### config.mk
export PLATFORM = sky130hd
export DESIGN_NAME = tile_config_loader_flat
export DESIGN_NICKNAME = d
export VERILOG_FILES = /design/src/rtl/tile_config_loader_if.sv /design/src/rtl/tile_config_loader.sv /design/src/flat_wrapper.sv
export SDC_FILE = /design/constraint.sdc
export NUM_CORES = 1
export LEC_CHECK = 0
export ABC_CLOCK_PERIOD_IN_PS = 4100
export CAP_MARGIN = 40
export CORE_UTILIZATION = 35
export CTS_CLUSTER_SIZE = 40
export DETAILED_ROUTE_END_ITERATION = 7
export PLACE_DENSITY = 0.57
export SLEW_MARGIN = 10
export SYNTH_ARGS = -nofsm -noshare
export SYNTH_HDL_FRONTEND = slang
export SYNTH_SLANG_ARGS = --single-unit
export TNS_END_PERCENT = 10
### constraint.sdc
create_clock -name config_clock -period 4.1 [get_ports config_clock]
set_clock_uncertainty 0.1 [all_clocks]
set_input_delay 0.82 -clock config_clock [delete_from_list [all_inputs] [get_ports config_clock]]
set_output_delay 0.82 -clock config_clock [all_outputs]
set_load 0.005 [all_outputs]
### src/rtl/tile_config_loader_if.sv
// Configuration chain bundle between a chain driver (master) and a tile loader (slave).
interface tile_config_loader_if #(
    parameter int unsigned CONFIG_WIDTH = 146,
    parameter int unsigned LANES        = 1
);
    logic                    config_enable;
    logic [LANES-1:0]        config_in;
    logic                    config_commit;
    logic                    config_readback;
    logic [LANES-1:0]        config_out;
    logic [CONFIG_WIDTH-1:0] config_data;
    logic                    config_valid;
    logic                    config_error;

    modport master (
        output config_enable, config_in, config_commit, config_readback,
        input  config_out, config_data, config_valid, config_error
    );

    modport slave (
        input  config_enable, config_in, config_commit, config_readback,
        output config_out, config_data, config_valid, config_error
    );
endinterface

### src/rtl/tile_config_loader.sv
// LANES-wide chainable config shift register with commit-gated shadow copy,
// short-load rejection and shadow-to-chain readback.
module tile_config_loader #(
    parameter int unsigned CONFIG_WIDTH = 146,
    parameter int unsigned LANES        = 1
) (
    input  logic                  config_clock,
    input  logic                  config_nreset,
    tile_config_loader_if.slave   cfg
);
    localparam int unsigned DEPTH    = (CONFIG_WIDTH + LANES - 1) / LANES;
    localparam int unsigned SR_WIDTH = DEPTH * LANES;
    localparam int unsigned CNT_W    = $clog2(DEPTH + 1);

    localparam logic [CNT_W-1:0] CNT_FULL = CNT_W'(DEPTH);

    localparam logic [0:0] ST_LOADING = 1'b0;
    localparam logic [0:0] ST_READY   = 1'b1;

    logic [SR_WIDTH-1:0] sr,     sr_nxt;
    logic [SR_WIDTH-1:0] shadow, shadow_nxt;
    logic [CNT_W-1:0]    cnt,    cnt_nxt;
    logic                valid,  valid_nxt;
    logic                error,  error_nxt;

    logic [0:0]          load_state_c;
    logic [SR_WIDTH-1:0] sr_shifted_c;
    logic [CNT_W-1:0]    cnt_inc_c;

    // Load state is a pure function of the beat count; padding words keep cnt saturated.
    assign load_state_c = (cnt == CNT_FULL) ? ST_READY : ST_LOADING;
    assign sr_shifted_c = SR_WIDTH'({sr, cfg.config_in});
    assign cnt_inc_c    = (load_state_c == ST_READY) ? cnt : cnt + CNT_W'(1);

    always_ff @(posedge config_clock or negedge config_nreset) begin
        if (!config_nreset) begin
            sr     <= '0;
            shadow <= '0;
            cnt    <= '0;
            valid  <= 1'b0;
            error  <= 1'b0;
        end else begin
            sr     <= sr_nxt;
            shadow <= shadow_nxt;
            cnt    <= cnt_nxt;
            valid  <= valid_nxt;
            error  <= error_nxt;
        end
    end

    // Commit checks the pre-edge sr/cnt; a concurrent shift still happens. Readback loses to commit.
    always_comb begin
        sr_nxt     = sr;
        shadow_nxt = shadow;
        cnt_nxt    = cnt;
        valid_nxt  = valid;
        error_nxt  = error;

        if (cfg.config_commit) begin
            if (cfg.config_enable) begin
                sr_nxt  = sr_shifted_c;
                cnt_nxt = cnt_inc_c;
            end
            if (load_state_c == ST_READY) begin
                shadow_nxt = sr;
                valid_nxt  = 1'b1;
                error_nxt  = 1'b0;
                cnt_nxt    = '0;
            end else begin
                error_nxt  = 1'b1;
            end
        end else if (cfg.config_readback) begin
            sr_nxt  = shadow;
            cnt_nxt = CNT_FULL;
        end else if (cfg.config_enable) begin
            sr_nxt  = sr_shifted_c;
            cnt_nxt = cnt_inc_c;
        end
    end

    assign cfg.config_out   = sr[SR_WIDTH-1 -: LANES];
    assign cfg.config_data  = shadow[CONFIG_WIDTH-1:0];
    assign cfg.config_valid = valid;
    assign cfg.config_error = error;
endmodule

### src/flat_wrapper.sv
// flat-port wrapper written by rule: the top's interface ports become plain ports
module tile_config_loader_flat 
#(
    parameter int unsigned CONFIG_WIDTH = 146,
    parameter int unsigned LANES        = 1
)
  (config_clock, config_nreset, cfg_config_enable, cfg_config_in, cfg_config_commit, cfg_config_readback, cfg_config_out, cfg_config_data, cfg_config_valid, cfg_config_error);
  tile_config_loader_if #(.CONFIG_WIDTH(CONFIG_WIDTH), .LANES(LANES)) cfg_i ();
  input  logic config_clock;
  input  logic config_nreset;
  input wire logic [$bits(cfg_i.config_enable)-1:0] cfg_config_enable;
  input wire logic [$bits(cfg_i.config_in)-1:0] cfg_config_in;
  input wire logic [$bits(cfg_i.config_commit)-1:0] cfg_config_commit;
  input wire logic [$bits(cfg_i.config_readback)-1:0] cfg_config_readback;
  output wire logic [$bits(cfg_i.config_out)-1:0] cfg_config_out;
  output wire logic [$bits(cfg_i.config_data)-1:0] cfg_config_data;
  output wire logic [$bits(cfg_i.config_valid)-1:0] cfg_config_valid;
  output wire logic [$bits(cfg_i.config_error)-1:0] cfg_config_error;
  assign cfg_i.config_enable = cfg_config_enable;
  assign cfg_i.config_in = cfg_config_in;
  assign cfg_i.config_commit = cfg_config_commit;
  assign cfg_i.config_readback = cfg_config_readback;
  assign cfg_config_out = cfg_i.config_out;
  assign cfg_config_data = cfg_i.config_data;
  assign cfg_config_valid = cfg_i.config_valid;
  assign cfg_config_error = cfg_i.config_error;
  tile_config_loader #(.CONFIG_WIDTH(CONFIG_WIDTH), .LANES(LANES)) u_core (.config_clock(config_clock), .config_nreset(config_nreset), .cfg(cfg_i));
endmodule
Word-level counts from Yosys, hierarchy flattened
Index checks and enable logic that the tools add are counted.
Word-level totals
  flip-flop bits (word level): 302
  input bits: 6
Cells by class
  $add $sub $neg: 1
  eq/ne operators: 1
  muxes and demuxes: 10
  reductions and logical operators: 1
Operators by type and width (count)
  $mux 146: 3
  $mux 8: 5
  $add 8x1->8 const B: 1
  $eq 8x8->1 const B: 1
  $mux 1: 2
  $reduce_and 2->1: 1

Depth between registers and ports, before layout
  depth after elaboration: 6
  depth in mapped cells: 8
  gate-level depth less buffers: 6

Least setup slack after synthesis
OpenSTA, ideal clock, no wires.
  kind: in2reg
  start point: in cfg_config_readback
  end point: reg u_core.sr[100]
  setup time: 0.083 ns
  arrival time: 1.921 ns
  required time: 3.917 ns
  slack: 1.996 ns
  cell stages on the path: 7
  buffers on the path: 4
  cell sequence: nor2b_1 buf_2 buf_2 buf_2 buf_2 nand2_1 o21ai_0
Between the ends
  longest elaborated chain between the ends: 2
RTL lines
  start: declaration: line flat_wrapper.sv:14  | input wire logic [$bits(cfg_i.config_readback)-1:0] cfg_config_readback;
  $mux 146: line tile_config_loader.sv:72  | end else if (cfg.config_readback) begin
  $mux 146: line tile_config_loader.sv:59  | if (cfg.config_commit) begin
  named net u_core.sr_nxt[100]: line tile_config_loader.sv:20  | logic [SR_WIDTH-1:0] sr, sr_nxt;
  end signal: assignment: line tile_config_loader.sv:43  | sr <= sr_nxt;
  end: declaration: line tile_config_loader.sv:20
The timed path passes the listed nets, and every way through them passes these cells.
A chain may end at the register's enable or synchronous reset.

Worst setup path after layout
  start point: reg u_core.shadow[93] (netlist: u_core.cfg.config_data[93])
  end point: out cfg_config_data[93]
RTL lines
  start: declaration: line tile_config_loader.sv:21  | logic [SR_WIDTH-1:0] shadow, shadow_nxt;
  start signal: assignment: line tile_config_loader.sv:44  | shadow <= shadow_nxt;
  end: declaration: line flat_wrapper.sv:16  | output wire logic [$bits(cfg_i.config_data)-1:0] cfg_config_data;
No word-level cell between the ends.

==> run_results.csv <==
group,metric,value,unit
yosys,synth_top_area_share,58.3,%
finish,regArea,7560,sq um
clocking,post_cts_resized,0,
timing,whs,0.208,ns
drt,vias,7863,
placement,gp_congestion,0.757,
drt,drt_iter0_drc,313,
clocking,clock_path_buffers,3,
timing,tightest_slew,0.827,ns
power_and_ir_drop,pwr-share-seq,41.2,%
die,start_util,35.5,%
clocking,clock_latency,0.52,ns
power_and_ir_drop,p_sw,1.98,mW
run,max_cap_viol_count,0,
critical_path,ff2ff_setup_slack,1.79,ns
timing,slew_violations,0,
die,die_h,194,microns
clocking,cts_made_buffers,36,
critical_path,crit_start,"u_core.cfg.config_data[93]$_DFFE_PN0P_",
critical_path,path_buf_inv,1,
yosys,yosysTopAreaCell,"dfrtp_1",
critical_path,cp_max_fo,3,
critical_path,slowest_delay,0.57,ns
clocking,post_cts_buffers,0,
yosys,synth_cell_types,30,
critical_path,critPathCaptureType,"output pin",
placement,place_inst,1574,
yosys,synth_area_per_cell,13.0,sq um
power_and_ir_drop,leakage,7.84,nW
drt,wirelength,26.6,mm
grt,track_usage,14.3,%
critical_path,r2r_end,"u_core.cfg.config_data[33]$_DFFE_PN0P_",
critical_path,path_class,"reg2out",
yosys,synth_area_leaders,"dfrtp_1, mux2i_1, mux2_4",
timing,setup_tns,0,ns
die,fp.dieW,194,microns
timing,post-route-min-period,2.38,ns
timing,finalHoldViolations,0,
power_and_ir_drop,vdd_drop_max,254,uV
critical_path,crit_chain,"clkdlybuf4s50_1",
yosys,ys_ff_latch,302,
grt,gr-total-overflow,0,
power_and_ir_drop,pwr-share-clk,44.5,%
grt,grt_pass1_vias,7933,
grt,grt_max_degree,199,
finish,layout_commonest_cell,"dfrtp_1",
finish,multiInputGateArea,5040,sq um
finish,synthToLayoutAreaGrowth,26.2,%
critical_path,startpoint_type,"register",
yosys,synth_nets,1006,
grt,grt_pass1_wl,44.1,mm
power_and_ir_drop,p_int,5.92,mW
die,die_area,37800,sq um
drt,drc,0,
timing,rsz0062_at_grt,"no",
die,io_pins,155,
power_and_ir_drop,power.density,483,nW/um^2
yosys,syn_area,13000,sq um
power_and_ir_drop,pwr-share-comb,14.3,%
drt,vias_per_cell,4.80,
die,core-area,36500,sq um
drt,ant_nets,0,
clocking,cts_tree,"done",
die,num_rows,70,
finish,final_cell_mix,"dfrtp_1, clkdlybuf4s50_1, nand2_1",
finish,post-route-cell-area,16300,sq um
timing,fmax,0.420,GHz
critical_path,arrival,1.46,ns
yosys,netlist_instances,998,
placement,dpl_cell_area,15000,sq um
critical_path,crit_family,"buffers and inverters",
min_path,hp-class,"in2async",
finish,nNetsFinal,1152,
critical_path,crit_cells,1,
finish,instances_no_fill,1638,
timing,min_period_over_period,58.1,%
clocking,hold_buffers,0,
clocking,cts_max_level,2,
yosys,ys_warn_count,0,
finish,n_antenna_cell,0,
clocking,path_clk_slew,0.06,ns
drt,drtPass1Iterations,6,
power_and_ir_drop,sw_frac_of_total,25.0,%
timing,relSlewSlack,44.8,%
placement,hpwl,16.2,mm
finish,drive_above_1_share,18.5,%
clocking,clock-sinks,302,
drt,routedWlPerCell,16.3,microns
timing,setup_viol,0,
clocking,cts_root_buf,"clkbuf_16",
critical_path,rr_startpoint,"u_core.cnt[0]$_DFF_PN0_",
yosys,yosysSeqAreaShare,58.3,%
placement,io_buffers,154,
grt,grt_antenna_before_repair,0,
outcome,status,"complete, no violations",
critical_path,slowest_stage,"clkdlybuf4s50_1",
critical_path,cp-endpoint,"cfg_config_data[93]",
critical_path,required,3.18,ns
finish,fill_cells,3352,
critical_path,worst_r2r_path_depth,7,
## synth_stat cells
cell type and n:
nor2_1 10, a21bo_2 1, and4_1 1, o221ai_1 1, a21oi_1 2, mux2_4 90, mux2i_1 146, nand2_1 150
nand4_1 4, buf_4 1, and3_1 1, o21ai_0 149, buf_6 13, inv_1 1, nand3_1 2, nor2b_1 1
nand3_2 1, ha_1 2, nor4b_4 1, buf_2 17, mux2_1 12, dfrtp_1 302, nor4bb_1 1, and3b_1 1
buf_1 10, clkbuf_1 25, xor2_1 4, xnor2_1 2, nand2b_1 3, mux2_2 44
## routing by layer
layer / vias up / routed length, microns / GRT usage, % / part of all wire, %
li1: 3765 / - / - / -
met1: 3904 / 13000 / 20.2 / 49
met2: 147 / 11500 / 21.0 / 43
met3: 47 / 1560 / 4.22 / 5.8
met4: 0 / 538 / 4.12 / 2.0
met5: - / 0 / 0 / 0
## power groups by stage
| stage | logic, mW | clock network, mW | registers, mW |
|---|---|---|---|
| 2_1_floorplan | 0.804 | 0 | 3.26 |
| 3_3_place_gp | 1.13 | 0 | 3.30 |
| 3_5_place_dp | 1.16 | 0 | 3.30 |
| 4_1_cts | 1.16 | 3.62 | 3.25 |
| 5_1_grt | 1.23 | 3.73 | 3.27 |
| 6_report | 1.13 | 3.51 | 3.25 |
## area by class of cell
type                       instances  share of cell area [%]
sequential                       302                    46.2
multi-input combinational        629                    30.8
timing repair buffer             174                    11.3
clock buffer                      50                    6.33
tap                              468                    3.58
clock inverter                    14                    1.71
inverter                           1                  0.0230
## cells by family (layout without fill, tap and decap cells)
logic type      count (synthesis)  after routing  share of synthesized area (%)
simple gates                  176            176                           5.62
compound gates                153            153                           5.98
mux                           292            292                           26.6
buf+inv                        67            239                           2.89
fa+ha+maj                       2              2                          0.193
flops                         302            302                           58.3
xor+xnor                        6              6                          0.406
## worst min path at each step
| stage | to | slack (ns) | cells after the start |
|---|---|---|---|
| 2_1_floorplan | u_core.cfg.config_valid$_DFFE_PN0P_ | 0.36 | 1 |
| 3_3_place_gp | u_core.cfg.config_valid$_DFFE_PN0P_ | 0.36 | 1 |
| 3_5_place_dp | u_core.cfg.config_valid$_DFFE_PN0P_ | 0.35 | 1 |
| 4_1_cts | u_core.sr[125]$_DFF_PN0_ | 0.22 | 1 |
| 5_1_grt | u_core.cfg.config_data[137]$_DFFE_PN0P_ | 0.24 | 1 |
| 6_report | u_core.sr[126]$_DFF_PN0_ | 0.21 | 1 |
## state kept, by name, indices dropped and copies added, names as in the netlist
name / flops
u_core.cfg.config_data: 146
u_core.cfg.config_error: 1
u_core.cfg.config_valid: 1
u_core.cnt: 8
u_core.sr: 146
## worst reg2reg max path, stage by stage (launching register included)
cell	delay (ns)
dfrtp_1	0.41
inv_1	0.09
ha_1	0.22
and3b_1	0.24
nand3_4	0.24
buf_16	0.27
buf_4	0.30
mux2_1	0.34
## per-stage QoR
step	setup slack [ns]	utilization [%]	total power, mW
2_1_floorplan	2.00	-	4.06
3_3_place_gp	0.826	41.1	4.43
3_5_place_dp	1.23	41.2	4.46
4_1_cts	1.64	44.8	8.03
5_1_grt	1.59	44.8	8.23
6_report	1.72	44.8	7.90
Power figures use the tool's default switching activity.
